===== config.mk =====
export PLATFORM = sky130hd
export DESIGN_NAME = vga_timing_gen
export DESIGN_NICKNAME = d
export VERILOG_FILES = /design/src/rtl/vga_timing_pkg.sv /design/src/rtl/vga_axis_counter.sv /design/src/rtl/vga_timing_gen.sv
export SDC_FILE = /design/constraint.sdc
export NUM_CORES = 1
export LEC_CHECK = 0
export CAP_MARGIN = 20
export CORE_MARGIN = 5
export CORE_UTILIZATION = 57
export DETAILED_ROUTE_END_ITERATION = 8
export GPL_TIMING_DRIVEN = 1
export PLACE_DENSITY_LB_ADDON = 0.12
export SETUP_SLACK_MARGIN = 0.02
export SLEW_MARGIN = 10
export SYNTH_ARGS = -nofsm -noshare
export SYNTH_HDL_FRONTEND = slang
export SYNTH_SLANG_ARGS = --single-unit

===== constraint.sdc =====
create_clock -name clk -period 4.2 [get_ports clk]
set_input_delay 0.42 -clock clk [delete_from_list [all_inputs] [get_ports clk]]
set_output_delay 0.42 -clock clk [all_outputs]
set_load 0.005 [all_outputs]

===== src/rtl/vga_timing_pkg.sv =====
// Shared modeline defaults and timing helpers for the VGA raster generator.
// Default values describe the 640x400 bitmap mode of the 6502 display path.
package vga_timing_pkg;

  function automatic int unsigned total(input int unsigned visible, input int unsigned front,
                                        input int unsigned pulse, input int unsigned back);
    return visible + front + pulse + back;
  endfunction

  function automatic int unsigned sync_start(input int unsigned visible,
                                             input int unsigned front);
    return visible + front;
  endfunction

  function automatic int unsigned sync_end(input int unsigned visible, input int unsigned front,
                                           input int unsigned pulse);
    return visible + front + pulse - 1;
  endfunction

  localparam int unsigned DefHVisible     = 640;
  localparam int unsigned DefHFront       = 32;
  localparam int unsigned DefHPulse       = 88;
  localparam int unsigned DefHBack        = 32;
  localparam int unsigned DefVVisible     = 400;
  localparam int unsigned DefVFront       = 8;
  localparam int unsigned DefVPulse       = 5;
  localparam int unsigned DefVBack        = 8;
  localparam logic        DefHPol         = 1'b1;
  localparam logic        DefVPol         = 1'b0;
  localparam int unsigned DefCw           = 10;
  localparam int unsigned DefScaleLog2    = 1;
  localparam int unsigned DefBytesPerLine = 40;
  localparam int unsigned DefAddrW        = 14;
  localparam int unsigned DefPage1Base    = 8000;
  localparam int unsigned DefFrameW       = 8;

  localparam int unsigned DefHTotal     = total(DefHVisible, DefHFront, DefHPulse, DefHBack);
  localparam int unsigned DefVTotal     = total(DefVVisible, DefVFront, DefVPulse, DefVBack);
  localparam int unsigned DefHSyncStart = sync_start(DefHVisible, DefHFront);
  localparam int unsigned DefHSyncEnd   = sync_end(DefHVisible, DefHFront, DefHPulse);
  localparam int unsigned DefVSyncStart = sync_start(DefVVisible, DefVFront);
  localparam int unsigned DefVSyncEnd   = sync_end(DefVVisible, DefVFront, DefVPulse);

endpackage


===== src/rtl/vga_axis_counter.sv =====
// One raster axis: wrapping position counter with visible-area and sync-window decode.
// Outputs are combinational from the count; sync is already at the configured polarity.
module vga_axis_counter
  import vga_timing_pkg::*;
#(
  parameter int unsigned Visible  = DefHVisible,
  parameter int unsigned Front    = DefHFront,
  parameter int unsigned Pulse    = DefHPulse,
  parameter int unsigned Back     = DefHBack,
  parameter logic        Polarity = DefHPol,
  parameter int unsigned Cw       = DefCw
) (
  input  logic          clk,
  input  logic          rst,
  input  logic          step,
  output logic [Cw-1:0] count,
  output logic          wrap,
  output logic          active,
  output logic          sync
);

  localparam int unsigned Total  = total(Visible, Front, Pulse, Back);
  localparam int unsigned SyncLo = sync_start(Visible, Front);
  localparam int unsigned SyncHi = sync_end(Visible, Front, Pulse);

  logic [Cw-1:0] count_q, count_d;
  logic          in_window;

  always_comb begin
    wrap      = (count_q == Cw'(Total - 1));
    count_d   = count_q;
    if (step) begin
      count_d = wrap ? '0 : count_q + 1'b1;
    end
    active    = (count_q < Cw'(Visible));
    in_window = (count_q >= Cw'(SyncLo)) && (count_q <= Cw'(SyncHi));
    sync      = in_window ? Polarity : ~Polarity;
  end

  always_ff @(posedge clk or posedge rst) begin
    if (rst) begin
      count_q <= '0;
    end else begin
      count_q <= count_d;
    end
  end

  assign count = count_q;

endmodule


===== src/rtl/vga_timing_gen.sv =====
// VGA raster generator for a 1bpp bitmap behind a 1-cycle synchronous RAM, with page flipping.
// Optional per-line interrupt is built when VGA_TIMING_LINE_IRQ_EN is defined.
module vga_timing_gen
  import vga_timing_pkg::*;
#(
  parameter int unsigned H_VISIBLE      = DefHVisible,
  parameter int unsigned H_FRONT        = DefHFront,
  parameter int unsigned H_PULSE        = DefHPulse,
  parameter int unsigned H_BACK         = DefHBack,
  parameter int unsigned V_VISIBLE      = DefVVisible,
  parameter int unsigned V_FRONT        = DefVFront,
  parameter int unsigned V_PULSE        = DefVPulse,
  parameter int unsigned V_BACK         = DefVBack,
  parameter logic        H_POL          = DefHPol,
  parameter logic        V_POL          = DefVPol,
  parameter int unsigned CW             = DefCw,
  parameter int unsigned SCALE_LOG2     = DefScaleLog2,
  parameter int unsigned BYTES_PER_LINE = DefBytesPerLine,
  parameter int unsigned ADDR_W         = DefAddrW,
  parameter int unsigned PAGE1_BASE     = DefPage1Base,
  parameter int unsigned FRAME_W        = DefFrameW
) (
  input  logic               clk,
  input  logic               rst,
  input  logic               ce,
  input  logic               page_req,
  output logic               hsync,
  output logic               vsync,
  output logic               de,
  output logic [ADDR_W-1:0]  fb_addr,
  output logic [2:0]         pix_sel,
  output logic               page,
  output logic [FRAME_W-1:0] frame_cnt,
  output logic               line_stb,
`ifdef VGA_TIMING_LINE_IRQ_EN
  input  logic [CW-1:0]      irq_line,
  input  logic               irq_ack,
  output logic               irq,
`endif
  output logic               frame_stb
);

  logic [CW-1:0] hc, vc;
  logic          h_wrap, v_wrap, h_active, v_active, h_sync, v_sync;
  logic          v_step, frame_wrap;

  vga_axis_counter #(
    .Visible (H_VISIBLE),
    .Front   (H_FRONT),
    .Pulse   (H_PULSE),
    .Back    (H_BACK),
    .Polarity(H_POL),
    .Cw      (CW)
  ) u_h_axis (
    .clk   (clk),
    .rst   (rst),
    .step  (ce),
    .count (hc),
    .wrap  (h_wrap),
    .active(h_active),
    .sync  (h_sync)
  );

  assign v_step     = ce & h_wrap;
  assign frame_wrap = v_step & v_wrap;

  vga_axis_counter #(
    .Visible (V_VISIBLE),
    .Front   (V_FRONT),
    .Pulse   (V_PULSE),
    .Back    (V_BACK),
    .Polarity(V_POL),
    .Cw      (CW)
  ) u_v_axis (
    .clk   (clk),
    .rst   (rst),
    .step  (v_step),
    .count (vc),
    .wrap  (v_wrap),
    .active(v_active),
    .sync  (v_sync)
  );

  // Stage 1: RAM address plus copies of the decode that must line up with the read data.
  logic [ADDR_W-1:0] fb_addr_q, fb_addr_d;
  logic              act_s1_q, hs_s1_q, vs_s1_q, line_s1_q, frame_s1_q;
  logic [2:0]        bit_s1_q;
  // Stage 2: outputs aligned with the RAM data.
  logic              de_q, hsync_q, vsync_q, line_stb_q, frame_stb_q;
  logic [2:0]        pix_sel_q;
  // Page flip and frame bookkeeping.
  logic              page_q, page_d, pending_q, pending_d;
  logic [FRAME_W-1:0] frame_cnt_q, frame_cnt_d;

  always_comb begin
    fb_addr_d = ADDR_W'((page_q ? 32'(PAGE1_BASE) : 32'd0)
                        + (32'(vc) >> SCALE_LOG2) * 32'(BYTES_PER_LINE)
                        + (32'(hc) >> (SCALE_LOG2 + 3)));
  end

  // A request seen on the wrap cycle itself is folded into that wrap.
  always_comb begin
    page_d      = page_q;
    pending_d   = pending_q;
    frame_cnt_d = frame_cnt_q;
    if (frame_wrap) begin
      page_d      = page_q ^ (pending_q | page_req);
      pending_d   = 1'b0;
      frame_cnt_d = frame_cnt_q + 1'b1;
    end else if (ce && page_req) begin
      pending_d   = 1'b1;
    end
  end

  always_ff @(posedge clk or posedge rst) begin
    if (rst) begin
      fb_addr_q   <= '0;
      act_s1_q    <= 1'b0;
      hs_s1_q     <= ~H_POL;
      vs_s1_q     <= ~V_POL;
      bit_s1_q    <= 3'd0;
      line_s1_q   <= 1'b0;
      frame_s1_q  <= 1'b0;
      de_q        <= 1'b0;
      hsync_q     <= ~H_POL;
      vsync_q     <= ~V_POL;
      pix_sel_q   <= 3'd7;
      line_stb_q  <= 1'b0;
      frame_stb_q <= 1'b0;
    end else if (ce) begin
      fb_addr_q   <= fb_addr_d;
      act_s1_q    <= h_active & v_active;
      hs_s1_q     <= h_sync;
      vs_s1_q     <= v_sync;
      bit_s1_q    <= hc[SCALE_LOG2+2 -: 3];
      line_s1_q   <= (hc == '0);
      frame_s1_q  <= (hc == '0) && (vc == CW'(V_VISIBLE));
      de_q        <= act_s1_q;
      hsync_q     <= hs_s1_q;
      vsync_q     <= vs_s1_q;
      pix_sel_q   <= 3'd7 - bit_s1_q;
      line_stb_q  <= line_s1_q;
      frame_stb_q <= frame_s1_q;
    end
  end

  always_ff @(posedge clk or posedge rst) begin
    if (rst) begin
      page_q      <= 1'b0;
      pending_q   <= 1'b0;
      frame_cnt_q <= '0;
    end else begin
      page_q      <= page_d;
      pending_q   <= pending_d;
      frame_cnt_q <= frame_cnt_d;
    end
  end

  assign fb_addr   = fb_addr_q;
  assign de        = de_q;
  assign hsync     = hsync_q;
  assign vsync     = vsync_q;
  assign pix_sel   = pix_sel_q;
  assign line_stb  = line_stb_q;
  assign frame_stb = frame_stb_q;
  assign page      = page_q;
  assign frame_cnt = frame_cnt_q;

`ifdef VGA_TIMING_LINE_IRQ_EN
  // hc==1 is the counter state whose ce edge raises line_stb for the line at hc==0.
  logic irq_q, irq_d, irq_set;

  always_comb begin
    irq_set = ce && (hc == CW'(1)) && (vc == irq_line);
    irq_d   = irq_q;
    if (irq_set) begin
      irq_d = 1'b1;
    end else if (ce && irq_ack) begin
      irq_d = 1'b0;
    end
  end

  always_ff @(posedge clk or posedge rst) begin
    if (rst) begin
      irq_q <= 1'b0;
    end else begin
      irq_q <= irq_d;
    end
  end

  assign irq = irq_q;
`endif

endmodule


==> flow_metrics.py <==
metrics = {
    "outcome": {
        "outcome": "completed",
    },
    "route": {
        "wl_mm": 6.46,
        "drt_iter0_drc": 57,
        "route.detailed.drc": 0,
        "vias_per_cell": 5.54,
        "wl_per_cell_um": 14.6,
        "firstDrtPassIters": 4,
        "vias": 2456,
        "ant_nets": 0,
    },
    "die": {
        "die_x_um": 86.9,
        "core_area_um2": 5850,
        "rows": 28,
        "boundaryPins": 35,
        "dieArea_um2": 7550,
        "initial_utilization": 0.576,
        "die_h_um": 86.9,
    },
    "final_layout": {
        "n_antenna_cell": 0,
        "stdcell_count": 443,
        "final_common_cell": "dfrtp_1",
        "drive_gt1_frac": 0.139,
        "layout_common_cells": "dfrtp_1 (55), clkdlybuf4s50_1 (33), ha_1 (28)",
        "fill_cells": 436,
        "final_cell_area_um2": 4000,
        "area_growth_pct": 18.7,
        "nNetsFinal": 397,
    },
    "setup_path": {
        "r2r_end": "fb_addr[12]",
        "reg2reg_from": "u_v_axis.count[2]",
        "crit_fanout": 9,
        "reg2reg_depth": 14,
        "endpoint_kind": "flop",
        "cp-endpoint": "fb_addr[12]",
        "crit_path_start": "u_v_axis.count[2]",
        "worstPathArrival_ns": 3.63,
        "critical_path_class": "reg -> reg",
        "critical_path_required_ns": 4.41,
        "crit_path_start_kind": "flop",
        "rrSetupSlack_ns": 0.79,
    },
    "synth": {
        "synth-edff-count": 0,
        "synthesis.nets": 355,
        "syn_avg_cell_area_um2": 10.5,
        "ys_seq_area_frac": 0.447,
        "yosysWarnings": 0,
        "synth_area_um2": 3370,
        "netlist_instances": 321,
        "synth_seq_cells": 60,
        "async_flop_share": 1.00,
        "synthFlopType": "dfrtp_1",
        "synth.distinct_cells": 49,
    },
    "timing": {
        "whs_ns": 0.414,
        "post-route-period-util": 0.813,
        "hold_viol": 0,
        "fin_skew_ns": 0.00880,
        "maxSlewViolCount": 0,
        "relSlewSlack": 0.545,
        "rsz0062_at_grt": "false",
        "setup_viol": 0,
        "fmax_mhz": 293,
        "worstMarginPinSlew_ns": 0.682,
        "period_needed_ns": 3.41,
        "finalSetupTns_ns": 0,
    },
    "power": {
        "seqPwrFrac": 0.503,
        "p_sw_frac": 0.262,
        "p_int_mw": 1.08,
        "p_per_area_nw_per_um2": 366,
        "p_comb_frac": 0.133,
        "power.total_mw": 1.46,
        "p_switching_mw": 0.383,
        "vdd_drop_max_mv": 0.354,
        "clkPwrFrac": 0.364,
        "leakage_nw": 1.88,
    },
    "placed_design": {
        "dp_hpwl_mm": 4.70,
        "dpl.cell_count": 427,
        "port_buffers": 34,
        "placed_area_um2": 3800,
        "gp_congestion": 0.832,
    },
    "flow_run": {
        "max_cap_viol_count": 0,
    },
    "clock_tree": {
        "cts_sinks": 60,
        "cts_hold_buf": 0,
        "cts_resized": 0,
        "clk_latency_ns": 0.34,
        "cts_tree": "done",
        "cts_buffer_depth": 2,
        "cts-root-buf": "clkbuf_8",
        "cts_made_buffers": 9,
        "h-tree-depth": 3,
        "clkSlewWorstSetupHoldPaths_ns": 0.06,
        "post_cts_buffers": 0,
    },
    "global_routing": {
        "grt_pass1_vias": 2302,
        "grt_pass1_wl_mm": 10.9,
        "antenna_found_initial": 0,
        "grt_overflow_total": 0,
        "grt_max_degree": 51,
        "grt.total_usage": 0.185,
    },
    "min_path": {
        "hp-class": "reg -> reg",
    },
}
-- synth_stat cells, types with 2 or more instances --
cell      count  area share
nand4_1       7       0.013
a31oi_1       2      0.0037
dfrtp_1      55        0.41
ha_1         28        0.10
xnor2_1      19       0.049
o211ai_1      2      0.0045
mux2_2       18       0.060
nor2b_1       3      0.0056
or3_1         4      0.0074
a21o_1        4      0.0089
nand2_1      18       0.020
nor3_1        4      0.0059
nand2b_1      6       0.011
dfstp_2       5       0.039
nand3_1       9       0.013
inv_1        22       0.024
nor2_1       24       0.027
clkbuf_1      5      0.0056
xor2_1       10       0.026
a21oi_1      17       0.025
fa_1          2       0.012
o21ai_0      23       0.034
mux2i_1       2      0.0059
and3_1        7       0.013
-- through the flow --
stage               utilization  setup slack, ns
floorplan                     -             1.11
global placement          0.649            0.949
detailed placement        0.649            0.801
CTS                       0.684            0.794
global route              0.684            0.559
finish                    0.684            0.786
-- registers in the layout, indices dropped and copies added, names as in the netlist --
| register | flops |
|---|---|
| de | 1 |
| line_s1_q | 1 |
| frame_cnt | 8 |
| hs_s1_q | 1 |
| vs_s1_q | 1 |
| fb_addr | 14 |
| pending_q | 1 |
| frame_stb | 1 |
| act_s1_q | 1 |
| bit_s1_q | 3 |
| u_v_axis.count | 10 |
| line_stb | 1 |
| page | 1 |
| hsync | 1 |
| frame_s1_q | 1 |
| u_h_axis.count | 10 |
| pix_sel | 3 |
| vsync | 1 |
-- cell type report --
| cell class | count | area [µm²] | area share |
|---|---|---|---|
| repair buffers | 38 | 365 | 0.0913 |
| clock inverters | 4 | 48.8 | 0.0122 |
| flip-flops and latches | 60 | 1510 | 0.377 |
| inverters | 22 | 82.6 | 0.0206 |
| well taps | 75 | 93.8 | 0.0235 |
| clock buffers | 12 | 155 | 0.0388 |
| multi-input cells | 232 | 1750 | 0.437 |
-- routing by layer --
layer,GRT usage,share of wire,vias up
met4,0.0680,0.012,0
li1,-,-,1226
met2,0.295,0.48,39
met5,0,0,-
met1,0.248,0.47,1184
met3,0.0426,0.037,7
-- worst min-delay path by stage --
stage / cells past startpoint / end / slack [ns] / startpoint
6_report: 1 / pix_sel[1] / 0.41 / bit_s1_q[1]
2_1_floorplan: 1 / pix_sel[1] / 0.38 / bit_s1_q[1]
3_3_place_gp: 1 / pix_sel[0] / 0.39 / bit_s1_q[0]
4_1_cts: 1 / pix_sel[1] / 0.42 / bit_s1_q[1]
3_5_place_dp: 1 / pix_sel[0] / 0.40 / bit_s1_q[0]
5_1_grt: 1 / pix_sel[0] / 0.44 / bit_s1_q[0]
-- power by group through the flow --
stage               clock network [mW]  registers (mW)  logic, mW
finish                           0.533           0.737      0.195
global route                     0.574           0.748      0.221
CTS                              0.541           0.736      0.199
detailed placement                   0           0.746      0.197
global placement                     0           0.743      0.195
floorplan                            0           0.730      0.119
-- kinds of logic after synthesis --
group,Yosys count,share of synthesized area
simple gates,95,0.156
flops,60,0.447
xor+xnor,30,0.0820
fa+ha+maj,30,0.116
compound gates,57,0.0980
buf+inv,29,0.0345
mux,20,0.0661
-- critical path: stages, from the launching register on --
cell     delay (ns)
dfrtp_1        0.48
ha_1           0.33
ha_1           0.18
inv_1          0.06
fa_1           0.40
nor2b_1        0.12
o21ai_0        0.09
a21oi_1        0.21
nor2_1         0.07
ha_1           0.34
nor2b_1        0.15
nor2_1         0.13
o21ai_0        0.14
and4b_1        0.22
or3_1          0.36
No activity file was read; power rests on OpenSTA's default activity.
